`config.mk`:
```
export PLATFORM = sky130hd
export DESIGN_NAME = fetch_unit
export DESIGN_NICKNAME = d
export VERILOG_FILES = /design/src/rtl/fetch_pkg.sv /design/src/rtl/fetch_buffer.sv /design/src/rtl/fetch_unit.sv
export SDC_FILE = /design/constraint.sdc
export NUM_CORES = 1
export LEC_CHECK = 0
export ABC_AREA = 0
export CAP_MARGIN = 0
export CORE_MARGIN = 5
export CORE_UTILIZATION = 45
export CTS_CLUSTER_DIAMETER = 60
export DETAILED_ROUTE_END_ITERATION = 8
export MAX_ROUTING_LAYER = met4
export PLACE_DENSITY_LB_ADDON = 0.15
export SLEW_MARGIN = 25
export SYNTH_ARGS = -nofsm -noshare
export SYNTH_HDL_FRONTEND = slang
export SYNTH_HIERARCHICAL = 1
export SYNTH_SLANG_ARGS = --single-unit
export TNS_END_PERCENT = 100
```
`constraint.sdc`:
```
create_clock -name clock -period 4.8 [get_ports clock]
set_clock_uncertainty 0.1 [all_clocks]
set_input_delay 0.96 -clock clock [delete_from_list [all_inputs] [get_ports clock]]
set_output_delay 0.96 -clock clock [all_outputs]
set_load 0.05 [all_outputs]
```
`src/rtl/fetch_pkg.sv`:
```
// Shared types and constants for the instruction fetch stage: FSM states,
// PC step sizes, the prefetch buffer entry layout and PC alignment.
package fetch_pkg;

    typedef enum logic [1:0] {
        ST_FETCH   = 2'd0,
        ST_DISCARD = 2'd1,
        ST_HOLD    = 2'd2
    } fetch_state_e;

    localparam logic [31:0] ARM_STEP   = 32'd4;
    localparam logic [31:0] THUMB_STEP = 32'd2;

    typedef struct packed {
        logic [31:0] pc;
        logic [31:0] instr;
        logic        thumb;
    } fetch_entry_t;

    localparam int ENTRY_W = $bits(fetch_entry_t);

    function automatic logic [31:0] align_pc(input logic [31:0] pc, input logic thumb);
        return thumb ? {pc[31:1], 1'b0} : {pc[31:2], 2'b00};
    endfunction

endpackage

```
`src/rtl/fetch_buffer.sv`:
```
// Small synchronous FIFO holding fetched instructions; clear wins over push.
// Updates on the falling clock edge like the rest of the fetch stage.
module fetch_buffer
    import fetch_pkg::*;
#(
    parameter int DEPTH = 2
) (
    input  logic                     clock_i,
    input  logic                     reset_i,
    input  logic                     push_i,
    input  logic                     pop_i,
    input  logic                     clear_i,
    input  fetch_entry_t             wdata_i,
    output fetch_entry_t             head_o,
    output logic                     full_o,
    output logic                     empty_o,
    output logic [$clog2(DEPTH):0]   count_o
);

    localparam int PTR_W = $clog2(DEPTH);
    localparam int CNT_W = PTR_W + 1;
    localparam logic [CNT_W-1:0] DEPTH_C = CNT_W'(DEPTH);

    logic [ENTRY_W-1:0] mem_q [DEPTH];
    logic [PTR_W-1:0]   rd_ptr_q, rd_ptr_d;
    logic [PTR_W-1:0]   wr_ptr_q, wr_ptr_d;
    logic [CNT_W-1:0]   count_q, count_d;
    logic               do_push, do_pop;

    assign full_o  = (count_q == DEPTH_C);
    assign empty_o = (count_q == '0);
    assign count_o = count_q;
    assign head_o  = fetch_entry_t'(mem_q[rd_ptr_q]);

    assign do_push = push_i && !full_o && !clear_i;
    assign do_pop  = pop_i && !empty_o && !clear_i;

    always_comb begin
        rd_ptr_d = rd_ptr_q;
        wr_ptr_d = wr_ptr_q;
        count_d  = count_q;
        if (clear_i) begin
            rd_ptr_d = '0;
            wr_ptr_d = '0;
            count_d  = '0;
        end else begin
            if (do_push) wr_ptr_d = wr_ptr_q + PTR_W'(1);
            if (do_pop)  rd_ptr_d = rd_ptr_q + PTR_W'(1);
            count_d = count_q + CNT_W'(do_push) - CNT_W'(do_pop);
        end
    end

    always_ff @(negedge clock_i) begin
        if (reset_i) begin
            rd_ptr_q <= '0;
            wr_ptr_q <= '0;
            count_q  <= '0;
        end else begin
            rd_ptr_q <= rd_ptr_d;
            wr_ptr_q <= wr_ptr_d;
            count_q  <= count_d;
        end
    end

    always_ff @(negedge clock_i) begin
        if (do_push) mem_q[wr_ptr_q] <= wdata_i;
    end

    // A returning word must always find a free slot; one request in flight guarantees it.
    assert property (@(negedge clock_i) disable iff (reset_i) !(push_i && full_o && !clear_i));

endmodule

```
`src/rtl/fetch_unit.sv`:
```
// Instruction fetch stage: sequential PC generation, single-outstanding memory
// read handshake, prefetch buffer and redirect handling with wrong-path discard.
module fetch_unit
    import fetch_pkg::*;
#(
    parameter logic [31:0] RESET_VECTOR = 32'h0000_0000,
    parameter int          BUF_DEPTH    = 2
) (
    input  logic        clock,
    input  logic        reset,
    input  logic        stall,
    input  logic        redirect,
    input  logic [31:0] redirect_pc,
    input  logic        redirect_thumb,
    output logic        mem_req,
    output logic [31:0] mem_addr,
    output logic        mem_halfword,
    input  logic        mem_ready,
    input  logic [31:0] mem_rdata,
    output logic        fetch_valid,
    output logic [31:0] fetch_instr,
    output logic [31:0] fetch_pc,
    output logic        fetch_thumb,
    output logic [1:0]  dbg_state
);

    localparam int CNT_W = $clog2(BUF_DEPTH) + 1;
    localparam logic [CNT_W-1:0] DEPTH_C = CNT_W'(BUF_DEPTH);

    fetch_state_e     state_q, state_d;
    logic [31:0]      pc_q, pc_d;
    logic             thumb_q, thumb_d;
    logic [31:0]      disc_addr_q, disc_addr_d;
    logic             disc_half_q, disc_half_d;

    logic             push, pop, buf_full, buf_empty;
    logic [CNT_W-1:0] buf_count, occ_next;
    fetch_entry_t     push_entry, head;

    fetch_buffer #(.DEPTH(BUF_DEPTH)) u_buf (
        .clock_i (clock),
        .reset_i (reset),
        .push_i  (push),
        .pop_i   (pop),
        .clear_i (redirect),
        .wdata_i (push_entry),
        .head_o  (head),
        .full_o  (buf_full),
        .empty_o (buf_empty),
        .count_o (buf_count)
    );

    assign dbg_state    = state_q;
    // While discarding, the abandoned request's address stays on the bus until it completes.
    assign mem_req      = !reset && (state_q != ST_HOLD);
    assign mem_addr     = (state_q == ST_DISCARD) ? disc_addr_q : pc_q;
    assign mem_halfword = (state_q == ST_DISCARD) ? disc_half_q : thumb_q;

    assign fetch_valid  = !buf_empty && !reset;
    assign fetch_pc     = fetch_valid ? head.pc    : 32'h0;
    assign fetch_instr  = fetch_valid ? head.instr : 32'h0;
    assign fetch_thumb  = fetch_valid ? head.thumb : 1'b0;

    assign pop  = fetch_valid && !stall;
    assign push = mem_req && mem_ready && (state_q == ST_FETCH) && !redirect;

    assign push_entry.pc    = pc_q;
    assign push_entry.instr = thumb_q ? {16'h0, mem_rdata[15:0]} : mem_rdata;
    assign push_entry.thumb = thumb_q;

    assign occ_next = buf_count + CNT_W'(push) - CNT_W'(pop);

    always_comb begin
        state_d     = state_q;
        pc_d        = pc_q;
        thumb_d     = thumb_q;
        disc_addr_d = disc_addr_q;
        disc_half_d = disc_half_q;
        if (redirect) begin
            pc_d    = align_pc(redirect_pc, redirect_thumb);
            thumb_d = redirect_thumb;
            if (mem_req && !mem_ready) begin
                state_d = ST_DISCARD;
                if (state_q == ST_FETCH) begin
                    disc_addr_d = pc_q;
                    disc_half_d = thumb_q;
                end
            end else begin
                state_d = ST_FETCH;
            end
        end else begin
            unique case (state_q)
                ST_FETCH: begin
                    if (mem_ready) begin
                        pc_d    = pc_q + (thumb_q ? THUMB_STEP : ARM_STEP);
                        state_d = (occ_next < DEPTH_C) ? ST_FETCH : ST_HOLD;
                    end
                end
                ST_DISCARD: begin
                    if (mem_ready) state_d = (occ_next < DEPTH_C) ? ST_FETCH : ST_HOLD;
                end
                ST_HOLD: begin
                    if (occ_next < DEPTH_C) state_d = ST_FETCH;
                end
                default: state_d = ST_FETCH;
            endcase
        end
    end

    always_ff @(negedge clock) begin
        if (reset) begin
            state_q     <= ST_FETCH;
            pc_q        <= RESET_VECTOR;
            thumb_q     <= 1'b0;
            disc_addr_q <= 32'h0;
            disc_half_q <= 1'b0;
        end else begin
            state_q     <= state_d;
            pc_q        <= pc_d;
            thumb_q     <= thumb_d;
            disc_addr_q <= disc_addr_d;
            disc_half_q <= disc_half_d;
        end
    end

endmodule

```
==> flow_summary.json <==
{
  "most-common-layout-cells": "215 x inv_1, 130 x edfxtp_1, 96 x mux2_4",
  "status": "finished with violations",
  "fin_util_pct": 74.0,
  "seq_area_frac_synth_pct": 56.6,
  "worst-path-buf-inv": 3,
  "cp.arrival_ns": 4.25,
  "vias": 8258,
  "wire_per_inst_um": 19.5,
  "grt_pass1_vias": 8646,
  "ys_async_sr_fraction_pct": 0,
  "peakVddDrop_v": 0.000233,
  "drtIter0Drc": 686,
  "grt_usage_pct": 23.6,
  "instances_no_fill": 1543,
  "crit_path_end_kind": "output port",
  "final_area_um2": 15400,
  "slew_viol_final": 0,
  "setup_ws_ns": -0.507,
  "worstHoldPathType": "reg2reg",
  "slew_headroom_pct": 49.1,
  "hold_slack_ns": 0.348,
  "yosys_warnings": 6,
  "hold_violations": 0,
  "synth_area_um2": 9410,
  "gp_congestion": 0.910,
  "post-synth-top-area-fraction_pct": 41.5,
  "route.detailed.drc": 0,
  "fin_nets": 1330,
  "startpoint_type": "register",
  "synthCells": 784,
  "p_sw_mw": 1.46,
  "drt_first_pass_iters": 5,
  "grt_antenna_before_repair": 0,
  "setup_viol": 136,
  "grt_max_degree": 66,
  "yosysTopAreaCell": "edfxtp_1",
  "power.density_nw_per_um2": 320,
  "hpwlAfterDp_um": 17100,
  "ctsRootBufferMaster": "clkbuf_16",
  "final_antenna_net_count": 0,
  "ios": 172,
  "synth-main-ff-cell": "edfxtp_1",
  "ys_ff_latch": 201,
  "path_clk_slew_ns": 0.03,
  "initial_core_util_pct": 45.2,
  "leakagePower_nw": 6.69,
  "synth_area_leaders": "edfxtp_1 41%, dfxtp_1 15%, mux2_4 8.0%",
  "p_int_mw": 3.46,
  "crit_top_cell": "buf_12",
  "synth_edf_count": 130,
  "crit_required_ns": 3.74,
  "total_power_mw": 4.92,
  "syn_to_final_growth_pct": 63.6,
  "p_comb_share_pct": 11.3,
  "grt_pass1_wl_um": 44200,
  "synthDistinctLibCells": 63,
  "die_area_um2": 23900,
  "drive_above_1_share_pct": 36.4,
  "min_path_cells": 2,
  "drv_cap": 0,
  "final_common_cell": "inv_1",
  "cp_max_fo": 8,
  "cpPeakStageDelay_ns": 0.37,
  "dpl-instance-area_um2": 12400,
  "hold_path.startpoint": "disc_addr_q[6]",
  "worstSetupPathType": "reg2out",
  "numCtsBuffers": 22,
  "crit_chain": "buf_12 > clkbuf_16 > mux2_4 > and2_4 > buf_12",
  "worstMarginPinSlew_ns": 0.764,
  "cts.path.max_buffers": 3,
  "n_antenna_cell": 0,
  "place_ws_ns": -1.11,
  "dp.cells": 1258,
  "htree_levels": 1,
  "core_um2": 20800,
  "cts_sinks": 201,
  "avgSynthCellArea_um2": 12.0,
  "grt-ovfl-total": 0,
  "numPortBuffers": 169,
  "drt_wl_total_um": 30100,
  "tritoncts": "built",
  "ff2ff_path_depth": 8,
  "hold_buffers": 0,
  "die_h_um": 155,
  "worstSetupPathDepth": 5,
  "cp_top_family": "buffers and inverters",
  "cp_slowest_cell": "dfxtp_4",
  "rr_startpoint": "thumb_q",
  "violations": "negative setup slack",
  "rows": 53,
  "grt_setup_unrepaired": "yes",
  "vias_per_cell": 5.35,
  "clock_latency_ns": 0.58,
  "seqPwrFrac_pct": 39.0,
  "pwr-share-clk_pct": 49.8,
  "fillCellCount": 1399,
  "die_w_um": 155,
  "finalSetupTns_ns": -44.92,
  "swShare_pct": 29.6
}
## metal layers
| metal | routed length (um) | global-route usage [%] | up-vias |
|---|---|---|---|
| li1 | - | - | 3802 |
| met1 | 12500 | 30.6 | 3948 |
| met2 | 14100 | 34.3 | 433 |
| met3 | 2290 | 6.04 | 75 |
| met4 | 1230 | 12.0 | 0 |
| met5 | 0 | - | - |
## registers in the layout, summed over array words and instances, names as in the netlist, named ones only
signal          cells
u_buf/wr_ptr_q      1
pc_q               31
u_buf/rd_ptr_q      1
u_buf/mem_q       130
disc_half_q         1
dbg_state           2
u_buf/count_o       2
disc_addr_q        31
thumb_q             1
## power by group through the flow
stage	clock (mW)	combinational, mW	sequential (mW)
floorplan	0.253	0.229	1.95
global placement	0.253	0.482	1.94
detailed placement	0.253	0.485	1.94
CTS	2.51	0.539	1.92
global route	2.74	0.582	1.92
finish	2.45	0.554	1.92
## synthesized netlist by cell type, drive strengths merged (3+ instances only)
cell,n
and2,72
o31ai,5
nand2,87
buf,18
or4,5
o31a,3
xnor2,10
and3,5
mux2,97
a2111oi,3
o21ai,10
nand2b,3
a32oi,3
inv,15
nand4,13
nand3,12
ha,5
a21oi,37
a211oi,11
or3,6
o211ai,5
nor2b,20
dfxtp,71
nor2,33
edfxtp,130
and4,4
a311oi,9
clkbuf,34
xor2,4
nor4,12
nor3,10
## path summary, 6_finish.rpt
check                   end  slack [ns]
max reg2reg        pc_q[23]        1.71
max            fetch_pc[13]       -0.51
min          disc_addr_q[6]        0.35
min reg2reg  disc_addr_q[6]        0.35
## repair_timing
action                                  CTS  global route
endpoints found under the setup margin  251           175
gates cloned                              7            14
buffers inserted                         18            12
hold endpoints to repair                  0             0
pin swaps                                11             6
resized for setup                       178            87
## layout make-up
cell class	count	area, um^2	share of cell area (%)
Timing Repair Buffer	297	3930	25.5
Sequential cell	201	5340	34.7
Inverter	14	52.6	0.341
Multi-Input combinational cell	517	4230	27.5
Clock buffer	23	576	3.74
Clock inverter	216	932	6.05
Tap cell	275	344	2.23
## worst min-delay path, delay by kind of cell (launching register included)
kind | cells | cell delay (ns)
AO/OA/AOI/OAI | 1 | 0.05
flip-flops | 1 | 0.30
AND/OR/NAND/NOR | 1 | 0.05
## kinds of logic (layout without fill, tap and decap cells)
| group | after synthesis | in the layout | synth area share, % |
|---|---|---|---|
| and+or+nand+nor | 294 | 294 | 16.9 |
| DFF | 201 | 201 | 56.6 |
| AOI/OAI and AO/OA | 101 | 101 | 7.18 |
| muxes | 99 | 99 | 13.8 |
| buffers and inverters | 68 | 550 | 3.36 |
| xor gates and xnor gates | 14 | 14 | 1.30 |
| adders and majority gates | 6 | 6 | 0.877 |
| other | 1 | 3 | 0.0398 |
No activity file was read; power rests on OpenSTA's default activity.
